## config.mk

```make
export PLATFORM = sky130hd
export DESIGN_NAME = ps2_rx_frame
export DESIGN_NICKNAME = d
export VERILOG_FILES = /design/src/rtl/ps2_rx_frame_pkg.sv /design/src/rtl/ps2_rx_frame_line_filter.sv /design/src/rtl/ps2_rx_frame.sv
export SDC_FILE = /design/constraint.sdc
export NUM_CORES = 1
export LEC_CHECK = 0
export CORE_MARGIN = 2
export CORE_UTILIZATION = 40
export CTS_CLUSTER_DIAMETER = 200
export DETAILED_ROUTE_END_ITERATION = 8
export PLACE_DENSITY = 0.59
export SLEW_MARGIN = 20
export SYNTH_ARGS = -nofsm -noshare
export SYNTH_HDL_FRONTEND = slang
export SYNTH_HIERARCHICAL = 1
export SYNTH_SLANG_ARGS = --single-unit
```

## constraint.sdc

```tcl
create_clock -name clk -period 1.75 [get_ports clk]
set_input_delay 0.35 -clock clk [delete_from_list [all_inputs] [get_ports clk]]
set_output_delay 0.35 -clock clk [all_outputs]
set_load 0.005 [all_outputs]
```

## src/rtl/ps2_rx_frame_pkg.sv

```systemverilog
// ps2_rx_frame_pkg: shared PS/2 receiver state encodings and frame constants
package ps2_rx_frame_pkg;
  typedef enum logic [1:0] {IDLE, DATA, PARITY, STOP} state_t;
  localparam int PS2_FRAME_BITS = 11;
endpackage

```

## src/rtl/ps2_rx_frame_line_filter.sv

```systemverilog
// ps2_rx_frame_line_filter: synchroniser plus debounce with registered falling-edge strobe
module ps2_rx_frame_line_filter #(
  parameter int SYNC_STAGES = 2,
  parameter int FILTER_LEN  = 8
) (
  input  logic clk,
  input  logic reset,
  input  logic din,
  output logic level,
  output logic fall
);
  localparam int CW = FILTER_LEN > 1 ? $clog2(FILTER_LEN) : 1;
  logic [SYNC_STAGES-1:0] sync;
  logic [CW-1:0] cnt;
  logic s, flip;
  assign s = sync[SYNC_STAGES-1];
  assign flip = (s != level) && (cnt == CW'(FILTER_LEN - 1));
  always_ff @(posedge clk) begin
    if (reset) begin
      sync  <= '1;
      level <= 1'b1;
      cnt   <= '0;
      fall  <= 1'b0;
    end else begin
      sync  <= {sync[SYNC_STAGES-2:0], din};
      level <= flip ? s : level;
      cnt   <= (s == level || flip) ? '0 : cnt + 1'b1;
      fall  <= flip && !s;
    end
  end
endmodule

```

## src/rtl/ps2_rx_frame.sv

```systemverilog
// ps2_rx_frame: host-side PS/2 frame receiver with parity, framing and timeout checks
module ps2_rx_frame
  import ps2_rx_frame_pkg::*;
#(
  parameter int SYNC_STAGES    = 2,
  parameter int FILTER_LEN     = 8,
  parameter int TIMEOUT_CYCLES = 50000
) (
  input  logic       clk,
  input  logic       reset,
  input  logic       ps2_clk,
  input  logic       ps2_data,
  input  logic       rx_en,
  output logic [7:0] data,
  output logic       valid,
  output logic       parity_err,
  output logic       frame_err,
  output logic       timeout,
  output logic       busy
);
  localparam int TW = $clog2(TIMEOUT_CYCLES + 1);
  state_t state, state_n;
  logic fall, sd, done, to;
  logic unused_clk_level, unused_data_fall;
  logic [2:0] bitcnt;
  logic [7:0] shreg;
  logic par;
  logic [TW-1:0] tcnt;
  ps2_rx_frame_line_filter #(.SYNC_STAGES(SYNC_STAGES), .FILTER_LEN(FILTER_LEN)) u_clk (
    .clk(clk), .reset(reset), .din(ps2_clk), .level(unused_clk_level), .fall(fall)
  );
  ps2_rx_frame_line_filter #(.SYNC_STAGES(SYNC_STAGES), .FILTER_LEN(1)) u_data (
    .clk(clk), .reset(reset), .din(ps2_data), .level(sd), .fall(unused_data_fall)
  );
  assign busy = state != IDLE;
  always_comb begin
    state_n = state;
    done = 1'b0;
    to = 1'b0;
    case (state)
      IDLE:    state_n = (fall && rx_en && !sd) ? DATA : IDLE;
      DATA:    state_n = (fall && bitcnt == 3'd7) ? PARITY : DATA;
      PARITY:  state_n = fall ? STOP : PARITY;
      default: begin
        state_n = fall ? IDLE : STOP;
        done = fall;
      end
    endcase
    // a fall landing on the expiry cycle wins, so valid and timeout stay exclusive
    if (state != IDLE && !fall && tcnt == TW'(TIMEOUT_CYCLES - 1)) begin
      state_n = IDLE;
      to = 1'b1;
    end
  end
  always_ff @(posedge clk) begin
    if (reset) begin
      state      <= IDLE;
      bitcnt     <= '0;
      shreg      <= '0;
      par        <= 1'b0;
      tcnt       <= '0;
      data       <= '0;
      valid      <= 1'b0;
      parity_err <= 1'b0;
      frame_err  <= 1'b0;
      timeout    <= 1'b0;
    end else begin
      state   <= state_n;
      bitcnt  <= state == IDLE ? '0 : (state == DATA && fall) ? bitcnt + 1'b1 : bitcnt;
      tcnt    <= (state == IDLE || fall) ? '0 : tcnt + 1'b1;
      valid   <= done;
      timeout <= to;
      if (state == DATA && fall) shreg[bitcnt] <= sd;
      if (state == PARITY && fall) par <= sd;
      if (done) begin
        data       <= shreg;
        parity_err <= ~(^shreg ^ par);
        frame_err  <= ~sd;
      end
    end
  end
endmodule
```

==> metrics.yaml <==
global_routing:
  grt_usage_pct: 13.8
  grt_max_degree: 36
  grt_pass1_vias: 1464
  grt_pass1_wl_microns: 6830
  antenna_found_initial: 0
  gr-total-overflow: 0
critical_path:
  cp.depth: 5
  path_buf_inv: 0
  start_kind: "flip-flop"
  crit_fanout: 5
  worstReg2RegEnd: "tcnt[12]"
  critPathMaxStageDelay_ps: 390
  slowest_stage: "dfxtp_1"
  crit_family: "simple AND/OR/NAND/NOR gates"
  path_cells: "ha_1, and3_1, nand2_2, or3_1, a21oi_1"
  crit_type: "flip-flop to flip-flop"
  crit_arrival_ps: 1780
  ff2ff_setup_slack_ps: 210
  regToRegStartpoint: "tcnt[0]"
  worstSetupEndpoint: "tcnt[12]"
  startpoint: "tcnt[0]"
  r2r_cells: 5
  end_kind: "flip-flop"
  critPathRequiredTime_ps: 1980
floorplan:
  die_w_microns: 78.7
  start_util_pct: 41.0
  die_y_microns: 78.7
  core-area_sq_um: 5440
  io_pins: 18
  die_area_sq_um: 6190
  rows: 27
flow_run:
  cap_violations: 0
route:
  vias_per_cell: 4.93
  vias: 1587
  wire_per_inst_microns: 12.1
  dr.pass1.iters: 4
  postRouteAntennaNets: 0
  drtIter0Drc: 72
  drc: 0
  wl_microns: 3910
final_layout:
  fin_cells: 322
  final_cell_mix: "dfxtp_1 (53), nor2_1 (31), nand2_1 (25)"
  diodes: 0
  area_growth_pct: 14.8
  finalNetCount: 259
  drive_gt1_share_pct: 10.4
  final_common_cell: "dfxtp_1"
  fill_cells: 550
  seq_area_sq_um: 1060
  multi_input_area_sq_um: 1070
cts:
  cts.sinks: 53
  htree_levels: 2
  cts_resized: 0
  clock-root-buffer: "clkbuf_8"
  insertion_delay_ps: 300
  cts-buffers-inserted: 5
  path_clk_slew_ps: 90
  cts_setup_buffers: 0
  cts_tree: "yes"
  cts_hold_buf: 0
  clk_path_buf_depth: 2
placed_design:
  port_buffers: 17
  gp_congestion: 0.783
  hpwl_microns: 2640
  placedCellCount: 314
power_and_ir_drop:
  p_leak_nw: 0.943
  power.density_nw_per_um2: 826
  max-vdd-ir-drop_mv: 0.457
logic_synthesis:
  syn_nets: 247
  ys_warn_count: 6
  syn_inst: 237
  syn_area_sq_um: 2230
  synth_area_per_cell_sq_um: 9.41
timing:
  fin_tns_setup_ps: 0
  slew_headroom_pct: 66.8
  setup_viol: 0
  fmax_ghz: 0.648
  hold_viol: 0
  min_period_ps: 1540
  rsz0062_at_grt: "no"
  clock_skew_ps: 6.98
  period_share_pct: 88.2
  maxSlewViolCount: 0
  max_slew.worst_pin.slew_ps: 496
run_status:
  run_status: "finished, final reports clean"
min_path:
  hold_class: "flip-flop to flip-flop"
registers in the layout (all words and copies together) (netlist names), 2 cells and up:
register     flops
data             8
shreg            8
u_clk/sync       2
state            2
bitcnt           3
u_clk/cnt        3
tcnt            16
u_data/sync      2
final cells by class:
| type | instances | share of cell area, % |
|---|---|---|
| multi-input cells | 166 | 41.8 |
| well taps | 72 | 3.52 |
| inverters | 3 | 0.440 |
| flip-flops and latches | 53 | 41.4 |
| repair buffers | 20 | 8.11 |
| clock inverters | 2 | 1.47 |
| clock buffers | 6 | 3.23 |
metrics by stage:
stage / util (%) / setup slack (ps) / power (mW) / hold slack (ps) / instance area [sq um]
2_1_floorplan: - / 380 / 1.26 / 389 / 2230
3_3_place_gp: 44.8 / 225 / 1.28 / 391 / 2440
3_5_place_dp: 44.8 / 196 / 1.28 / 395 / 2440
4_1_cts: 47.0 / 2.74 / 2.14 / 418 / 2560
5_1_grt: 47.1 / 49.9 / 2.20 / 428 / 2560
6_report: 47.1 / 206 / 2.11 / 415 / 2560
how the worst min path moves through the flow:
| stage | startpoint | endpoint | slack, ps | cells after the start |
|---|---|---|---|---|
| after global placement | u_clk/sync[0] | u_clk/sync[1] | 390 | 1 |
| after CTS | u_clk/sync[0] | u_clk/sync[1] | 420 | 1 |
| after detailed placement | u_clk/sync[0] | u_clk/sync[1] | 400 | 1 |
| after floorplan | u_clk/sync[0] | u_clk/sync[1] | 390 | 1 |
| final | u_clk/sync[0] | u_clk/sync[1] | 410 | 1 |
| after global routing | u_data/sync[0] | u_data/sync[1] | 430 | 1 |
metal layers:
metal  share of wire (%)  vias to the layer above  global-route usage [%]
met5                   0                        -                       0
met4                0.79                        0                    4.39
met3                 5.5                        4                    3.91
met2                  44                       35                    20.9
met1                  50                      725                    19.0
li1                    -                      823                       -
power breakdown:
| part | switching [mW] | total [mW] | internal, mW | leakage (nW) |
|---|---|---|---|---|
| clock | 0.394 | 0.859 | 0.465 | 0.0574 |
| sequential | 0.00641 | 1.22 | 1.21 | 0.428 |
| combinational | 0.0173 | 0.0363 | 0.0190 | 0.457 |
| total | 0.417 | 2.11 | 1.70 | 0.943 |
(Power assumes the default switching activity.)
